`src/rtl/leader_parser.sv`:
```
// ---------------------------------------------------------------------------
// leader_parser
//
// Parses a 13-word leader from a 32-bit word stream. It validates the fixed
// fields, captures the variable fields into shadow registers, and copies them
// to the outputs only when a complete, error-free leader has been received.
// The outputs therefore always reflect the last good leader.
//
// Optional feature (compile-time macro):
//   LEADER_PARSER_BLOCKID_CHECK_EN
//       Defined   : every leader after the first committed one must carry
//                   blockid = previous committed blockid + 1 (64-bit wrap),
//                   otherwise fault code 6 is raised.
//       Undefined : no blockid continuity check; code 6 never occurs.
//
// Ports:
//   clk                  single clock, rising edge
//   reset                synchronous, active-low reset
//   i_leader_flag        high for the whole leader transfer
//   i_data_valid         qualifies iv_data (word accepted when flag & valid)
//   iv_data              leader word stream, word 0 first
//   o_leader_done        1-cycle pulse: good leader committed
//   o_leader_err         1-cycle pulse: leader fault detected
//   ov_err_code          fault code, held until the next fault
//   o_chunk_mode_active  chunk bit of the last good leader
//   ov_blockid           blockid of the last good leader
//   ov_timestamp         timestamp of the last good leader
//   ov_pixel_format      pixel format of the last good leader
//   ov_size_x/_y         image size of the last good leader
//   ov_offset_x/_y       image offset of the last good leader
// ---------------------------------------------------------------------------
module leader_parser #(
    parameter int DATA_WD      = 32,
    parameter int SHORT_REG_WD = 16,
    parameter int REG_WD       = 32,
    parameter int LONG_REG_WD  = 64
) (
    input  logic                    clk,
    input  logic                    reset,
    input  logic                    i_leader_flag,
    input  logic                    i_data_valid,
    input  logic [DATA_WD-1:0]      iv_data,
    output logic                    o_leader_done,
    output logic                    o_leader_err,
    output logic [2:0]              ov_err_code,
    output logic                    o_chunk_mode_active,
    output logic [LONG_REG_WD-1:0]  ov_blockid,
    output logic [LONG_REG_WD-1:0]  ov_timestamp,
    output logic [REG_WD-1:0]       ov_pixel_format,
    output logic [SHORT_REG_WD-1:0] ov_size_x,
    output logic [SHORT_REG_WD-1:0] ov_size_y,
    output logic [SHORT_REG_WD-1:0] ov_offset_x,
    output logic [SHORT_REG_WD-1:0] ov_offset_y
);

    localparam logic [DATA_WD-1:0] MAGIC_WORD = DATA_WD'(32'h4C56_3355);
    localparam logic [DATA_WD-1:0] WORD1_VAL  = DATA_WD'(32'h0034_0000);
    localparam logic [DATA_WD-1:0] WORD4_MASK = DATA_WD'(32'hBFFF_FFFF);
    localparam logic [DATA_WD-1:0] WORD4_VAL  = DATA_WD'(32'h0001_0000);

    typedef enum logic [1:0] {
        IDLE  = 2'd0,
        RECV  = 2'd1,
        TAIL  = 2'd2,
        DRAIN = 2'd3
    } state_t;

    state_t                  state_reg;
    logic [3:0]              cnt_reg;
    // Set once the flag has been seen low; blocks a leader that was already
    // in flight when reset released from being picked up half-way through.
    logic                    armed_reg;

    // Shadow registers for the leader currently being received.
    logic [LONG_REG_WD-1:0]  blockid_sh_reg;
    logic [LONG_REG_WD-1:0]  timestamp_sh_reg;
    logic [REG_WD-1:0]       pixfmt_sh_reg;
    logic [SHORT_REG_WD-1:0] size_x_sh_reg;
    logic [SHORT_REG_WD-1:0] size_y_sh_reg;
    logic [SHORT_REG_WD-1:0] offset_x_sh_reg;
    logic [SHORT_REG_WD-1:0] offset_y_sh_reg;
    logic                    chunk_sh_reg;

    // Committed (output) registers.
    logic                    done_reg;
    logic                    err_reg;
    logic [2:0]              err_code_reg;
    logic                    chunk_reg;
    logic [LONG_REG_WD-1:0]  blockid_reg;
    logic [LONG_REG_WD-1:0]  timestamp_reg;
    logic [REG_WD-1:0]       pixfmt_reg;
    logic [SHORT_REG_WD-1:0] size_x_reg;
    logic [SHORT_REG_WD-1:0] size_y_reg;
    logic [SHORT_REG_WD-1:0] offset_x_reg;
    logic [SHORT_REG_WD-1:0] offset_y_reg;

`ifdef LEADER_PARSER_BLOCKID_CHECK_EN
    // The first leader after reset has no predecessor to compare against.
    logic                    have_commit_reg;
`endif

    logic       accept;
    logic       word_fault;
    logic [2:0] word_code;

    assign accept = i_leader_flag & i_data_valid;

    // Content check of the word currently on iv_data, indexed by cnt_reg.
    // cnt_reg is guaranteed 0 whenever the FSM sits in IDLE.
    always_comb begin
        word_fault = 1'b0;
        word_code  = 3'd0;
        case (cnt_reg)
            4'd0: begin
                if (iv_data != MAGIC_WORD) begin
                    word_fault = 1'b1;
                    word_code  = 3'd1;
                end
            end
            4'd1: begin
                if (iv_data != WORD1_VAL) begin
                    word_fault = 1'b1;
                    word_code  = 3'd2;
                end
            end
`ifdef LEADER_PARSER_BLOCKID_CHECK_EN
            4'd3: begin
                // Low half was captured on word 2; combine with the high half now.
                if (have_commit_reg &&
                    ({iv_data, blockid_sh_reg[DATA_WD-1:0]} !=
                     blockid_reg + LONG_REG_WD'(1))) begin
                    word_fault = 1'b1;
                    word_code  = 3'd6;
                end
            end
`endif
            4'd4: begin
                if ((iv_data & WORD4_MASK) != WORD4_VAL) begin
                    word_fault = 1'b1;
                    word_code  = 3'd3;
                end
            end
            default: ;
        endcase
    end

    always_ff @(posedge clk) begin
        if (!reset) begin
            state_reg        <= IDLE;
            cnt_reg          <= 4'd0;
            armed_reg        <= 1'b0;
            blockid_sh_reg   <= '0;
            timestamp_sh_reg <= '0;
            pixfmt_sh_reg    <= '0;
            size_x_sh_reg    <= '0;
            size_y_sh_reg    <= '0;
            offset_x_sh_reg  <= '0;
            offset_y_sh_reg  <= '0;
            chunk_sh_reg     <= 1'b0;
            done_reg         <= 1'b0;
            err_reg          <= 1'b0;
            err_code_reg     <= 3'd0;
            chunk_reg        <= 1'b0;
            blockid_reg      <= '0;
            timestamp_reg    <= '0;
            pixfmt_reg       <= '0;
            size_x_reg       <= '0;
            size_y_reg       <= '0;
            offset_x_reg     <= '0;
            offset_y_reg     <= '0;
`ifdef LEADER_PARSER_BLOCKID_CHECK_EN
            have_commit_reg  <= 1'b0;
`endif
        end else begin
            done_reg <= 1'b0;
            err_reg  <= 1'b0;

            if (!i_leader_flag) begin
                armed_reg <= 1'b1;
            end

            case (state_reg)
                IDLE: begin
                    cnt_reg <= 4'd0;
                    if (accept && armed_reg) begin
                        if (word_fault) begin
                            err_reg      <= 1'b1;
                            err_code_reg <= word_code;
                            state_reg    <= DRAIN;
                        end else begin
                            cnt_reg   <= 4'd1;
                            state_reg <= RECV;
                        end
                    end
                end

                RECV: begin
                    if (!i_leader_flag) begin
                        // Flag fell before word 12 was accepted: short leader.
                        err_reg      <= 1'b1;
                        err_code_reg <= 3'd4;
                        state_reg    <= DRAIN;
                    end else if (i_data_valid) begin
                        if (word_fault) begin
                            err_reg      <= 1'b1;
                            err_code_reg <= word_code;
                            state_reg    <= DRAIN;
                        end else begin
                            cnt_reg <= cnt_reg + 4'd1;
                            case (cnt_reg)
                                4'd2:  blockid_sh_reg[DATA_WD-1:0]             <= iv_data;
                                4'd3:  blockid_sh_reg[LONG_REG_WD-1:DATA_WD]   <= iv_data;
                                4'd4:  chunk_sh_reg                            <= iv_data[30];
                                4'd5:  timestamp_sh_reg[DATA_WD-1:0]           <= iv_data;
                                4'd6:  timestamp_sh_reg[LONG_REG_WD-1:DATA_WD] <= iv_data;
                                4'd7:  pixfmt_sh_reg   <= iv_data[REG_WD-1:0];
                                4'd8:  size_x_sh_reg   <= iv_data[SHORT_REG_WD-1:0];
                                4'd9:  size_y_sh_reg   <= iv_data[SHORT_REG_WD-1:0];
                                4'd10: offset_x_sh_reg <= iv_data[SHORT_REG_WD-1:0];
                                4'd11: offset_y_sh_reg <= iv_data[SHORT_REG_WD-1:0];
                                default: ;
                            endcase
                            if (cnt_reg == 4'd12) begin
                                // Word 12 is padding; all fields are already shadowed.
                                done_reg      <= 1'b1;
                                chunk_reg     <= chunk_sh_reg;
                                blockid_reg   <= blockid_sh_reg;
                                timestamp_reg <= timestamp_sh_reg;
                                pixfmt_reg    <= pixfmt_sh_reg;
                                size_x_reg    <= size_x_sh_reg;
                                size_y_reg    <= size_y_sh_reg;
                                offset_x_reg  <= offset_x_sh_reg;
                                offset_y_reg  <= offset_y_sh_reg;
`ifdef LEADER_PARSER_BLOCKID_CHECK_EN
                                have_commit_reg <= 1'b1;
`endif
                                state_reg     <= TAIL;
                            end
                        end
                    end
                end

                TAIL: begin
                    if (!i_leader_flag) begin
                        cnt_reg   <= 4'd0;
                        state_reg <= IDLE;
                    end else if (i_data_valid) begin
                        // Extra word after a committed leader: report once,
                        // keep the committed fields.
                        err_reg      <= 1'b1;
                        err_code_reg <= 3'd5;
                        state_reg    <= DRAIN;
                    end
                end

                DRAIN: begin
                    if (!i_leader_flag) begin
                        cnt_reg   <= 4'd0;
                        state_reg <= IDLE;
                    end
                end

                default: begin
                    cnt_reg   <= 4'd0;
                    state_reg <= IDLE;
                end
            endcase
        end
    end

    assign o_leader_done       = done_reg;
    assign o_leader_err        = err_reg;
    assign ov_err_code         = err_code_reg;
    assign o_chunk_mode_active = chunk_reg;
    assign ov_blockid          = blockid_reg;
    assign ov_timestamp        = timestamp_reg;
    assign ov_pixel_format     = pixfmt_reg;
    assign ov_size_x           = size_x_reg;
    assign ov_size_y           = size_y_reg;
    assign ov_offset_x         = offset_x_reg;
    assign ov_offset_y         = offset_y_reg;

endmodule
```
`config.mk`:
```
export PLATFORM = sky130hd
export DESIGN_NAME = leader_parser
export DESIGN_NICKNAME = d
export VERILOG_FILES = /design/src/rtl/leader_parser.sv
export SDC_FILE = /design/constraint.sdc
export NUM_CORES = 1
export LEC_CHECK = 0
export ABC_CLOCK_PERIOD_IN_PS = 3580
export CAP_MARGIN = 0
export CORE_ASPECT_RATIO = 1.1
export CORE_UTILIZATION = 35
export CTS_BUF_LIST = sky130_fd_sc_hd__clkbuf_8
export CTS_CLUSTER_DIAMETER = 100
export DETAILED_ROUTE_END_ITERATION = 6
export MAX_ROUTING_LAYER = met4
export PLACE_DENSITY_LB_ADDON = 0.05
export RECOVER_POWER = 25
export SLEW_MARGIN = 20
export SYNTH_ARGS = -nofsm -noshare
export SYNTH_HDL_FRONTEND = slang
export SYNTH_SLANG_ARGS = --single-unit
```
`constraint.sdc`:
```
create_clock -name clk -period 3.58 [get_ports clk]
set_clock_uncertainty 0.1 [all_clocks]
set_input_delay 0.716 -clock clk [delete_from_list [all_inputs] [get_ports clk]]
set_output_delay 0.716 -clock clk [all_outputs]
set_load 0.05 [all_outputs]
```
==> results by group <==
Run status
  – Status: complete, no violations

GRT
  – First-pass GRT wire length: approximately 85 mm
  – Congestion Overflow GR: 0
  – Largest net degree at the start of global routing: 125
  – Vias in the first global route: 13.7k
  – Initial antenna violation count: 3
  – GRT Overall Usage: a little under a quarter

Clock network
  – Post-CTS Setup Bufs: 0
  – CTS buffer count: about 80
  – CTS tree: done
  – Worst skew pair latency: 0.63 ns
  – Htree depth: 3
  – Cts hold-fix bufs: 0
  – Clk pin slew, worst setup/hold paths: approximately 0.060 ns
  – Worst-case clock buffer depth: 3
  – # resized after CTS: 0
  – Clock root cell: clkbuf_8
  – Num Clock Sinks: 462

Route
  – Post-DR vias/cell: between 4 and 5
  – DRC: 0
  – Initial DRC Count: roughly 840
  – 1st-pass router iterations: 5
  – Vias: 14.2k
  – Detailed Route WL: around 57 mm
  – Post-route ant nets: 0
  – Wirelength per Cell: approximately 19 um

Die
  – Initial core utilization: 35.5%
  – Area of the die: just under 50000 um^2
  – Core ar.: 47800 um^2
  – I/O pin count: 266
  – FP Rows: 84
  – Die H: 233 um
  – Die span in x: between 200 and 250 um

Power
  – Pwr Total: 10.5 mW
  – Leakage power: 7.73 nW
  – Max VDD drop: between 0.2 and 0.25 mV
  – Pwr dens: 477 nW/um^2

Logic synthesis
  – Top FF cell, synth: dfxtp_1
  – Synthesized area per cell: 8.68 um^2
  – Yosys cell types: between 40 and 50
  – Seq cells post-synth: roughly 460
  – Synth Warn #: 0
  – Sequential area share after synthesis: 54.5%
  – Number of cells produced by synthesis: 1956
  – Post-synth EDFFs: 0
  – Post-synth ARST share: 0%
  – Netlist Area Pre-Place: roughly 17000 um^2
  – Cell taking the most area after synthesis: dfxtp_1
  – Synth area leaders: dfxtp_1 (54%), nand2_1 (13%), mux2i_1 (9.5%)
  – Syn nets: 2001
  – Top-area cell type share of the netlist area: between 50% and 60%

STA
  – Slew headroom: under 10%
  – Min Clock Period, post-route: around 3.2 ns
  – Worst Hold Slack: 0.348 ns
  – Fin crit share: roughly nine tenths
  – RSZ-0062 raised after global routing: false
  – Final Hold Viols: 0
  – Setup violations, final: 0
  – Max Freq: approximately 310 MHz
  – Final Slew Violations: 0
  – Worst slew pin tran: about 1.4 ns

Placed design
  – Port Buf Inserts: 265
  – Placed cell area: roughly 20000 um^2
  – Inst Count DP: roughly 2.8k
  – Hpwl dp: approximately 38 mm
  – Routability-driven placement congestion ratio: 0.871

Finish
  – Most common cell after layout, fill and taps aside: nand2_1
  – Layout cells sized above 1: roughly 8.8%
  – Sequential Area: about 9200 um^2
  – Commonest non-fill, non-tap cells in the layout: nand2_1 (595), dfxtp_1 (462), a21oi_1 (288)
  – Finished Layout Cells: 2929
  – Nets@finish: roughly 2.3k
  – # fillers: 4757
  – Synth-to-Final Area Change: 29.9%
  – Footprint of the multi-input gates: 7000 um^2
  – Core Util, Final: a little under half
  – Cell area after layout: roughly 22000 um^2

Critical path
  – Crit path max fanout: 31
  – CP arrival: 3.60 ns
  – Setup crit end kind: register
  – Crit path kind: in -> reg
  – Setup crit start kind: input pin
  – CP required: 3.97 ns

Flow run
  – Max-cap violations: 0

Worst hold path
  – Hold Path Class: reg -> reg
==> synthesized netlist by cell type (all sizes together), types with 6 or more instances <==
| library cell | n |
|---|---|
| nand2b | 6 |
| nand3 | 6 |
| nor3 | 11 |
| o21ai | 7 |
| nor2 | 138 |
| a21oi | 290 |
| a21boi | 8 |
| buf | 35 |
| nor2b | 42 |
| clkbuf | 117 |
| inv | 6 |
| dfxtp | 462 |
| mux2i | 161 |
| nor4 | 7 |
| ha | 9 |
| and3 | 10 |
| nand2 | 595 |
==> final timing paths <==
| kind | start | endpoint | slack [ns] | cells after the start |
|---|---|---|---|---|
| worst max-delay path | iv_data[4] | pixfmt_sh_reg[28] | 0.37 | 8 |
| worst min-delay path | timestamp_sh_reg[15] | ov_timestamp[15] | 0.35 | 2 |
| worst max register to register | cnt_reg[0] | ov_offset_y[6] | 0.69 | 7 |
| worst min register to register | timestamp_sh_reg[15] | ov_timestamp[15] | 0.35 | 2 |
==> critical path, cell delays in order <==
cell	delay [ns]
dlygate4sd3_1	0.72
nor4_1	0.66
and3_1	0.43
o221ai_1	0.22
nor3_4	0.24
buf_12	0.28
mux2i_1	0.22
nor2_1	0.06
==> where the power goes <==
| group | internal (mW) | switching (mW) |
|---|---|---|
| clock network | 2.51 | 2.08 |
| logic | 0.242 | 0.495 |
| registers | 5.17 | 0.0255 |
| total | 7.92 | 2.60 |
==> per-layer routing <==
layer	share of wire, %	GRT usage (%)	up-vias
met5	0	-	-
met2	47	37.3	368
met3	5.0	3.90	73
met1	46	30.6	6828
li1	-	-	6968
met4	1.9	7.52	0
==> kinds of logic after synthesis <==
| kind of cell | synth area share, % |
|---|---|
| multiplexers | 9.49 |
| adder cells (fa/ha/maj) | 0.663 |
| buffers and inverters | 4.31 |
| AO/OA/AOI/OAI | 10.8 |
| flip-flops | 54.5 |
| AND/OR/NAND/NOR | 20.3 |
==> layout make-up <==
class                      count  area share (%)
tap                          645            3.66
inverter                       6           0.136
sequential                   462            41.9
clock inverter                32           0.613
antenna                        3          0.0340
clock buffer                 101            6.30
multi-input combinational   1336            31.7
timing repair buffer         344            15.6
==> through the flow <==
stage	TNS [ns]	worst slack, ns
4_1_cts	0	0.459
2_1_floorplan	0	1.01
3_3_place_gp	-19.30	-0.204
6_report	0	0.373
5_1_grt	0	0.314
3_5_place_dp	-22.23	-0.227
Note: power is estimated with default switching activity, not from simulation.
